`src/rtl/serial_mag_comparator.sv`:
```
// serial_mag_comparator: multi-cycle MSB-first magnitude compare, STEP bits per clock, early exit.
// Optional TRISTATE_OUT_EN adds port oe that tri-states gt/eq/lt.
module serial_mag_comparator #(
    parameter int WIDTH = 8,
    parameter int STEP  = 1,
    parameter int CNT_W = $clog2(WIDTH/STEP)+1
) (
    input  logic             clk,
    input  logic             rst,
    input  logic             start,
    input  logic             signed_en,
    input  logic [WIDTH-1:0] a,
    input  logic [WIDTH-1:0] b,
`ifdef TRISTATE_OUT_EN
    input  logic             oe,
`endif
    output logic             busy,
    output logic             done,
    output logic             gt,
    output logic             eq,
    output logic             lt
);
    typedef enum logic {IDLE, RUN} state_t;
    localparam logic [CNT_W-1:0] LAST = CNT_W'(WIDTH/STEP-1);
    state_t state, state_n;
    logic [WIDTH-1:0] sa, sb, sa_n, sb_n, flip;
    logic [CNT_W-1:0] cnt, cnt_n;
    logic [STEP-1:0] ca, cb;
    logic done_n, gt_r, eq_r, lt_r, gt_n, eq_n, lt_n;
    // flipping both sign bits maps two's-complement order onto unsigned order
    assign flip = {signed_en, {(WIDTH-1){1'b0}}};
    assign ca = sa[WIDTH-1 -: STEP];
    assign cb = sb[WIDTH-1 -: STEP];
    assign busy = state == RUN;
    always_comb begin
        state_n = state;
        sa_n = sa;
        sb_n = sb;
        cnt_n = cnt;
        done_n = 1'b0;
        gt_n = gt_r;
        eq_n = eq_r;
        lt_n = lt_r;
        if (state == IDLE) begin
            if (start) begin
                sa_n = a ^ flip;
                sb_n = b ^ flip;
                cnt_n = '0;
                gt_n = 1'b0;
                eq_n = 1'b0;
                lt_n = 1'b0;
                state_n = RUN;
            end
        end else if (ca != cb) begin
            gt_n = ca > cb;
            lt_n = ca < cb;
            done_n = 1'b1;
            state_n = IDLE;
        end else if (cnt == LAST) begin
            eq_n = 1'b1;
            done_n = 1'b1;
            state_n = IDLE;
        end else begin
            sa_n = sa << STEP;
            sb_n = sb << STEP;
            cnt_n = cnt + CNT_W'(1);
        end
    end
    always_ff @(posedge clk or posedge rst) begin
        if (rst) begin
            state <= IDLE;
            sa <= '0;
            sb <= '0;
            cnt <= '0;
            done <= 1'b0;
            gt_r <= 1'b0;
            eq_r <= 1'b0;
            lt_r <= 1'b0;
        end else begin
            state <= state_n;
            sa <= sa_n;
            sb <= sb_n;
            cnt <= cnt_n;
            done <= done_n;
            gt_r <= gt_n;
            eq_r <= eq_n;
            lt_r <= lt_n;
        end
    end
`ifdef TRISTATE_OUT_EN
    assign gt = oe ? gt_r : 1'bz;
    assign eq = oe ? eq_r : 1'bz;
    assign lt = oe ? lt_r : 1'bz;
`else
    assign gt = gt_r;
    assign eq = eq_r;
    assign lt = lt_r;
`endif
endmodule
```
`config.mk`:
```
export PLATFORM = sky130hd
export DESIGN_NAME = serial_mag_comparator
export DESIGN_NICKNAME = d
export VERILOG_FILES = /design/src/rtl/serial_mag_comparator.sv
export SDC_FILE = /design/constraint.sdc
export NUM_CORES = 1
export LEC_CHECK = 0
export CAP_MARGIN = 20
export CORE_UTILIZATION = 49
export CTS_CLUSTER_SIZE = 40
export DETAILED_ROUTE_END_ITERATION = 16
export GPL_ROUTABILITY_DRIVEN = 0
export PLACE_DENSITY = 0.82
export SLEW_MARGIN = 20
export SYNTH_ARGS = -nofsm -noshare
export SYNTH_HDL_FRONTEND = slang
export SYNTH_SLANG_ARGS = --single-unit
```
`constraint.sdc`:
```
create_clock -name clk -period 3.6 [get_ports clk]
set_input_delay 0.9 -clock clk [delete_from_list [all_inputs] [get_ports clk]]
set_output_delay 0.9 -clock clk [all_outputs]
set_load 0.05 [all_outputs]
```
# After elaboration in Yosys (flattened, before gate mapping)
# Cells that the tools add are included.
# Widths: inputs -> output; s select.
# word_totals
wordCells	50
register_bits	25
# op_classes
eq_ne	6
n_reduce_logical	4
bitwise_logic	2
addsub	1
n_lt_le_gt_ge	2
mux	27
# op_table
operator	count
$mux 8	8
$mux 4	4
$xor 8x8->8	2
$mux 1	15
$reduce_and 3->1	2
$add 4x1->4 const B	1
$eq 4x3->1 const B	1
$ne 2x1->1 const B	2
$ne 2x2->1 const B	2
$reduce_and 2->1	1
$reduce_bool 2->1	1
$gt 1x1->1	1
$lt 1x1->1	1
$ne 1x1->1	1

# Logic depth before layout (Yosys ltp)
# Gate-level depths: netlist of the first run.
# depth
depth_word	4
mapped_depth	6

# Least setup slack after synthesis of the first run
# No wires, ideal clock.
# synth_timing
path_type	register to register
start	register state, in the netlist busy
end	register sa[3]
path_stages_with_launch	6
t_arrival_ns	1.707
setup_ns	0.125
path_slack_ns	1.768
path_buffers	2
path_cell_list	dfrtp_1 -> buf_2 -> nand2_1 -> o21ai_4 -> buf_12 -> mux2_4
# synth_via
elab_chain_len	2
word_cells_on_any_way	5
# synth_lines
element	line_no	source
start, declared	25	state_t state, state_n;
start signal, assigned	80	state <= state_n;
$ne 2x2->1 (no line) or $reduce_bool 2->1 (tied branches)	n/a	
$reduce_and 3->1 (no line)	n/a	
end signal, assigned	81	sa <= sa_n;
end, declared	26	logic [WIDTH-1:0] sa, sb, sa_n, sb_n, flip;
# Parallel ways exist; a longest one is shown, timed or not.
# A chain may end at the register's enable or synchronous reset.

# Worst setup path in the final report of the first run
# layout_timing
start	register eq_r, in the netlist eq
end	output port eq
# layout_lines
element	line_no	source
start, declared	29	logic done_n, gt_r, eq_r, lt_r, gt_n, eq_n, lt_n;
start signal, assigned	86	eq_r <= eq_n;
end, declared	20	output logic eq,
# No word-level cell between the ends.

==> flow_summary.ini, run 1 <==
[logic_synthesis]
async_flop_share_pct = 100
yosysTopAreaCell = dfrtp_1
synth_nets = 128
synth_top_family_by_area = multiplexers
syn_avg_cell_area_sq_um = 12.2
synth_edf_count = 0
synth_area_leaders = dfrtp_1, mux2_2, mux2_4, ha_1, o21ai_0
synth_simple_gate_area_share_pct = 8.86
yosys_most_used_dff = dfrtp_1
netlist_area_sq_um = 1280
synth.top_cell.area_share_pct = 48.7
yosysMostFrequentCell = dfrtp_1
synthMuxAreaShare_pct = 25.7
synthTopCellsByCount = dfrtp_1, mux2_2, nand2_1
ys_seq_area_share_pct = 48.7
yosys.area_share.xor_xnor_pct = 1.36
yosysWarningCount = 0
ys_types = 24
synth-compound-area-share_pct = 7.98
syn_inst = 105
synth_seq_cells = 25
synth-adder-area-share_pct = 2.92

[worst_setup_path]
crit_family = buffers and inverters
crit_arrival_ns = 1.52
startpoint_type = register
crit_chain = clkdlybuf4s50_1
crit_type = reg2out
cp_max_fo = 3
end_kind = primary output
cpMaxStageDelayCell = clkdlybuf4s50_1
path_buf_inv = 1
cp.required_ns = 2.70
critPathMaxStageDelay_ns = 0.81

[pwr]
peakVddDrop_v = 0.000477
powerDensity_nw_per_um2 = 815
p_leak_nw = 0.693

[timing]
setup_tns_ns = 0
fmax_mhz = 414
slew_headroom_pct = 37.1
rsz0062_at_grt = no
setup_violations = 0
hold_violations = 0
worst_pin_slew_ns = 0.942
post-route-period-util_pct = 67.2
slew_viol_final = 0
post-route-min-period_ns = 2.42
fin_worst_skew_ns = 0.00336

[die]
rows = 18
die_h_um = 53.2
start_util_pct = 51.9
die_w_um = 53.2
die-area_sq_um = 2830
pin_count = 25
core_sq_um = 2480

[clock_tree]
cts_buffers = 3
cts_root_buffer = clkbuf_4
htree_levels = 1
cts_setup_buffers = 0
cts_resized = 0
clkLatencyLatePin_ns = 0.32
clkTransAtPathRegs_ns = 0.14
cts_tree = yes
clock_sink_count = 25
ctsHoldBuffers = 0
clock_path_buffers = 2

[global_route]
grt_antenna_before_repair = 0
grt_max_degree = 26
grt_pass1_wl_mm = 3.78
grt_pass1_vias = 889
grt_usage_pct = 18.5
overflow = 0

[final_layout]
fin_nets = 154
num_antenna_cells = 0
final_util_pct = 63.1
design_area_sq_um = 1560
areaGrowthSynthToFinish_pct = 21.6
layout-drive-gt1-share_pct = 26.9

[drt]
viasPerCell = 5.49
avgRoutedWirePerCell_um = 13.7
vias = 878
wirelength_mm = 2.20
drt.antenna.violating_nets = 0
dr.first_iter.drc_count = 4
drcViolationCount = 0
first_pass_iters = 4

[outcome]
status = finished clean

[worst_hold_path]
min_path_type = reg2reg

[place]
place_hpwl_mm = 1.60
place_area_sq_um = 1540
io_buffers = 24

[run]
maxCapViolCount = 0
## flip-flops by register name, summed over array words and instances (netlist names)
register and flops:
lt 1, cnt 4, eq 1, busy 1, done 1, sb 8
gt 1, sa 8
## layer usage
metal | global-route usage (%) | vias to the layer above | share of wire [%]
met3 | 3.16 | 2 | 3.6
met1 | 22.8 | 444 | 46
met2 | 31.9 | 15 | 50
met4 | 7.02 | 0 | 0.32
met5 | 0 | - | 0
li1 | - | 417 | -
## metrics by stage
stage | worst slack (ns) | power [mW] | hold WS, ns | cells
2_1_floorplan | 1.77 | 1.05 | 0.475 | 105
3_3_place_gp | 1.24 | 1.13 | 0.485 | 156
3_5_place_dp | 1.22 | 1.16 | 0.493 | 156
4_1_cts | 1.15 | 1.29 | 0.523 | 160
5_1_grt | 1.10 | 1.37 | 0.543 | 160
6_report | 1.18 | 1.27 | 0.520 | 160
## cells by family after synthesis
kind of cell	Yosys count
flip-flops	25
multiplexers	27
adder cells (fa/ha/maj)	3
buffers and inverters	10
AO/OA/AOI/OAI	15
AND/OR/NAND/NOR	23
XOR/XNOR	2
## where the power goes
group / leakage [nW] / total [mW] / switching [mW] / internal [mW]
clock network: 0.0177 / 0.127 / 0.0852 / 0.0416
logic: 0.363 / 0.676 / 0.306 / 0.369
registers: 0.312 / 0.471 / 0.0677 / 0.404
## worst register-to-register path, stage by stage, from the launching register on
cell and delay [ns]:
dfrtp_1 0.41, inv_1 0.06, ha_1 0.37, nand2_1 0.17, o21ai_4 0.54, mux2_2 0.40
## final cells by class
type | count | area (sq um)
Inverter | 6 | 22.5
Clock buffer | 3 | 22.5
Clock inverter | 1 | 5.00
Tap cell | 30 | 37.5
Multi-Input combinational cell | 70 | 602
Sequential cell | 25 | 626
Timing Repair Buffer | 25 | 248
Fill cell | 219 | 915
## layout by cell type (no fill, tap or decap)
| cell type | synthesis | final |
|---|---|---|
| a21boi_0 | 1 | 1 |
| a21oi_1 | 3 | 3 |
| a22o_1 | 1 | 1 |
| a41o_2 | 1 | 1 |
| and2_1 | 1 | 1 |
| and3b_2 | 1 | 1 |
| buf_4 | 0 | 1 |
| clkbuf_4 | 0 | 3 |
| clkdlybuf4s50_1 | 0 | 24 |
| clkinv_2 | 0 | 1 |
| dfrtp_1 | 25 | 25 |
| ha_1 | 3 | 3 |
| inv_1 | 6 | 6 |
| mux2_2 | 20 | 20 |
| mux2_4 | 7 | 7 |
| nand2_1 | 8 | 8 |
| nand2b_1 | 1 | 1 |
| nand3_1 | 5 | 5 |
| nand3b_1 | 1 | 1 |
| nor2_1 | 4 | 4 |
| nor2b_1 | 1 | 1 |
| o21ai_0 | 7 | 7 |
| o21ai_4 | 1 | 1 |
| o2bb2ai_1 | 1 | 1 |
| or4_1 | 1 | 1 |
| xnor2_1 | 2 | 2 |
## final timing paths
path / startpoint / to / slack [ns] / cells after the start
min in group asynchronous: rst / done / 1.08 / 2
worst min-delay path: sa[2] / sa[2] / 0.52 / 1
max in group asynchronous: rst / sa[2] / 1.96 / 2
worst max register to register: sa[7] / sb[5] / 1.55 / 5
worst min register to register: sa[2] / sa[2] / 0.52 / 1
worst max-delay path: eq / eq / 1.18 / 1
(Power assumes the default switching activity.)
==> run 2: changes to the inputs <==
CORE_UTILIZATION = 45   (was 49)
PLACE_DENSITY = 0.8   (was 0.82)
clock period = 2.2 ns   (was 3.6 ns; I/O delays follow)
==> run 2 against run 1 <==
Global-route usage decreased by 2.1 points; die area increased by 8.5%; worst hold slack improved by 0.0054 ns; sequential power increased by 69%; cell area increased by 1.8%; setup slack got worse by 1.1 ns; register-to-register slack got worse by 1.3 ns; total power increased by 68%; first-iteration DRC count increased to 4.8 times the previous value; clock power increased by 61%; critical path depth unchanged; clock-buffer cell count unchanged.
==> flow_summary.ini, run 2 (same netlist as run 1, synthesis figures left out) <==
[timing]
fin_hold_ws_ns = 0.525
setup_tns_ns = 0
post-route-min-period_ns = 2.08
slew_viol_final = 0
slew_headroom_pct = 59.7
worst_pin_slew_ns = 0.603
setup_violations = 0
rsz0062_at_grt = no
post-route-period-util_pct = 94.6
hold_violations = 0
fmax_mhz = 481
fin_worst_skew_ns = 0.0179

[die]
pin_count = 25
die-area_sq_um = 3070
core_sq_um = 2730
die_h_um = 55.4
start_util_pct = 47.0
die_w_um = 55.4
rows = 19

[final_layout]
final_cell_mix = dfrtp_1, clkdlybuf4s50_1, mux2_2
final_cells = 163
register_area_sq_um = 626
areaGrowthSynthToFinish_pct = 23.9
fin_nets = 156
multi_input_area_sq_um = 602
num_antenna_cells = 0
final_common_cell = dfrtp_1
layout-drive-gt1-share_pct = 28.8
fillCellCount = 230
reg_top3 = sa x8, sb x8, cnt x4

[drt]
dr.first_iter.drc_count = 19
wirelength_mm = 2.32
drt.antenna.violating_nets = 0
vias = 889
viasPerCell = 5.45
drcViolationCount = 0
first_pass_iters = 4
avgRoutedWirePerCell_um = 14.2

[global_route]
grt_usage_pct = 16.5
overflow = 0
grt_max_degree = 26
grt_pass1_wl_mm = 3.84
grt_pass1_vias = 895
grt_antenna_before_repair = 0

[worst_setup_path]
r2r_start = sa[7]
crit_chain = clkdlybuf4s50_1
path_buf_inv = 1
startpoint_type = register
r2r_slack_ns = 0.22
crit_family = buffers and inverters
crit_type = reg2out
cpMaxStageDelayCell = clkdlybuf4s50_1
r2r_end = sb[3]
crit_arrival_ns = 1.53
r2r_cells = 5
cp_max_fo = 3
end_kind = primary output
critPathMaxStageDelay_ns = 0.81
cp.required_ns = 1.65

[clock_tree]
htree_levels = 1
cts_buffers = 3
cts_tree = yes
cts_root_buffer = clkbuf_4
ctsHoldBuffers = 0
cts_setup_buffers = 0
cts_resized = 0
clock_sink_count = 25
clkLatencyLatePin_ns = 0.32
clkTransAtPathRegs_ns = 0.14
clock_path_buffers = 2

[worst_hold_path]
hold_depth = 1
min_path_type = reg2reg
hp-start = sa[5]
hold_end = sa[5]

[pwr]
powerDensity_nw_per_um2 = 1350
peakVddDrop_v = 0.000890
p_leak_nw = 0.704

[place]
place_hpwl_mm = 1.76
dpl.cell_count = 159
io_buffers = 24

[run]
maxCapViolCount = 0

[outcome]
status = finished clean
run 2: power breakdown:
part           switching (mW)  leakage [nW]  internal [mW]
clock                   0.136        0.0139         0.0695
combinational           0.500         0.378          0.642
sequential              0.134         0.312          0.661
total                   0.770         0.704           1.37
run 2: stage by stage:
stage	utilization [%]	total power [mW]	setup slack, ns	instance area (sq um)
2_1_floorplan	-	1.72	0.368	1280
3_3_place_gp	57.1	1.90	0.197	1560
3_5_place_dp	57.1	1.95	0.158	1560
4_1_cts	58.2	2.17	0.0959	1590
5_1_grt	58.2	2.29	0.0510	1590
6_report	58.2	2.14	0.120	1590
run 2: layer usage:
metal,up-vias,part of all wire (%),track usage [%]
met5,-,0,0
met4,0,1.7,7.86
met3,4,3.2,4.68
met2,17,53,27.7
met1,449,42,19.3
li1,419,-,-
run 2: how the worst max path moves through the flow:
stage,startpoint,end,slack [ns],cells after the start
4_1_cts,eq,eq,0.1,1
3_5_place_dp,start,sb[3],0.16,4
6_report,eq,eq,0.12,1
5_1_grt,eq,eq,0.05,1
2_1_floorplan,busy,sa[3],0.37,5
3_3_place_gp,start,sb[5],0.20,4
run 2: area by class of cell:
type	instances	share of cell area, %
Tap cell	31	2.44
Multi-Input combinational cell	70	37.8
Timing Repair Buffer	27	17.1
Clock buffer	3	1.42
Clock inverter	1	0.472
Inverter	6	1.42
Sequential cell	25	39.3
==> run 3: changes to the inputs <==
CAP_MARGIN = 40   (was 20)
==> results of run 3 <==
The final DEF is identical to that of run 2; final timing and power are the same.
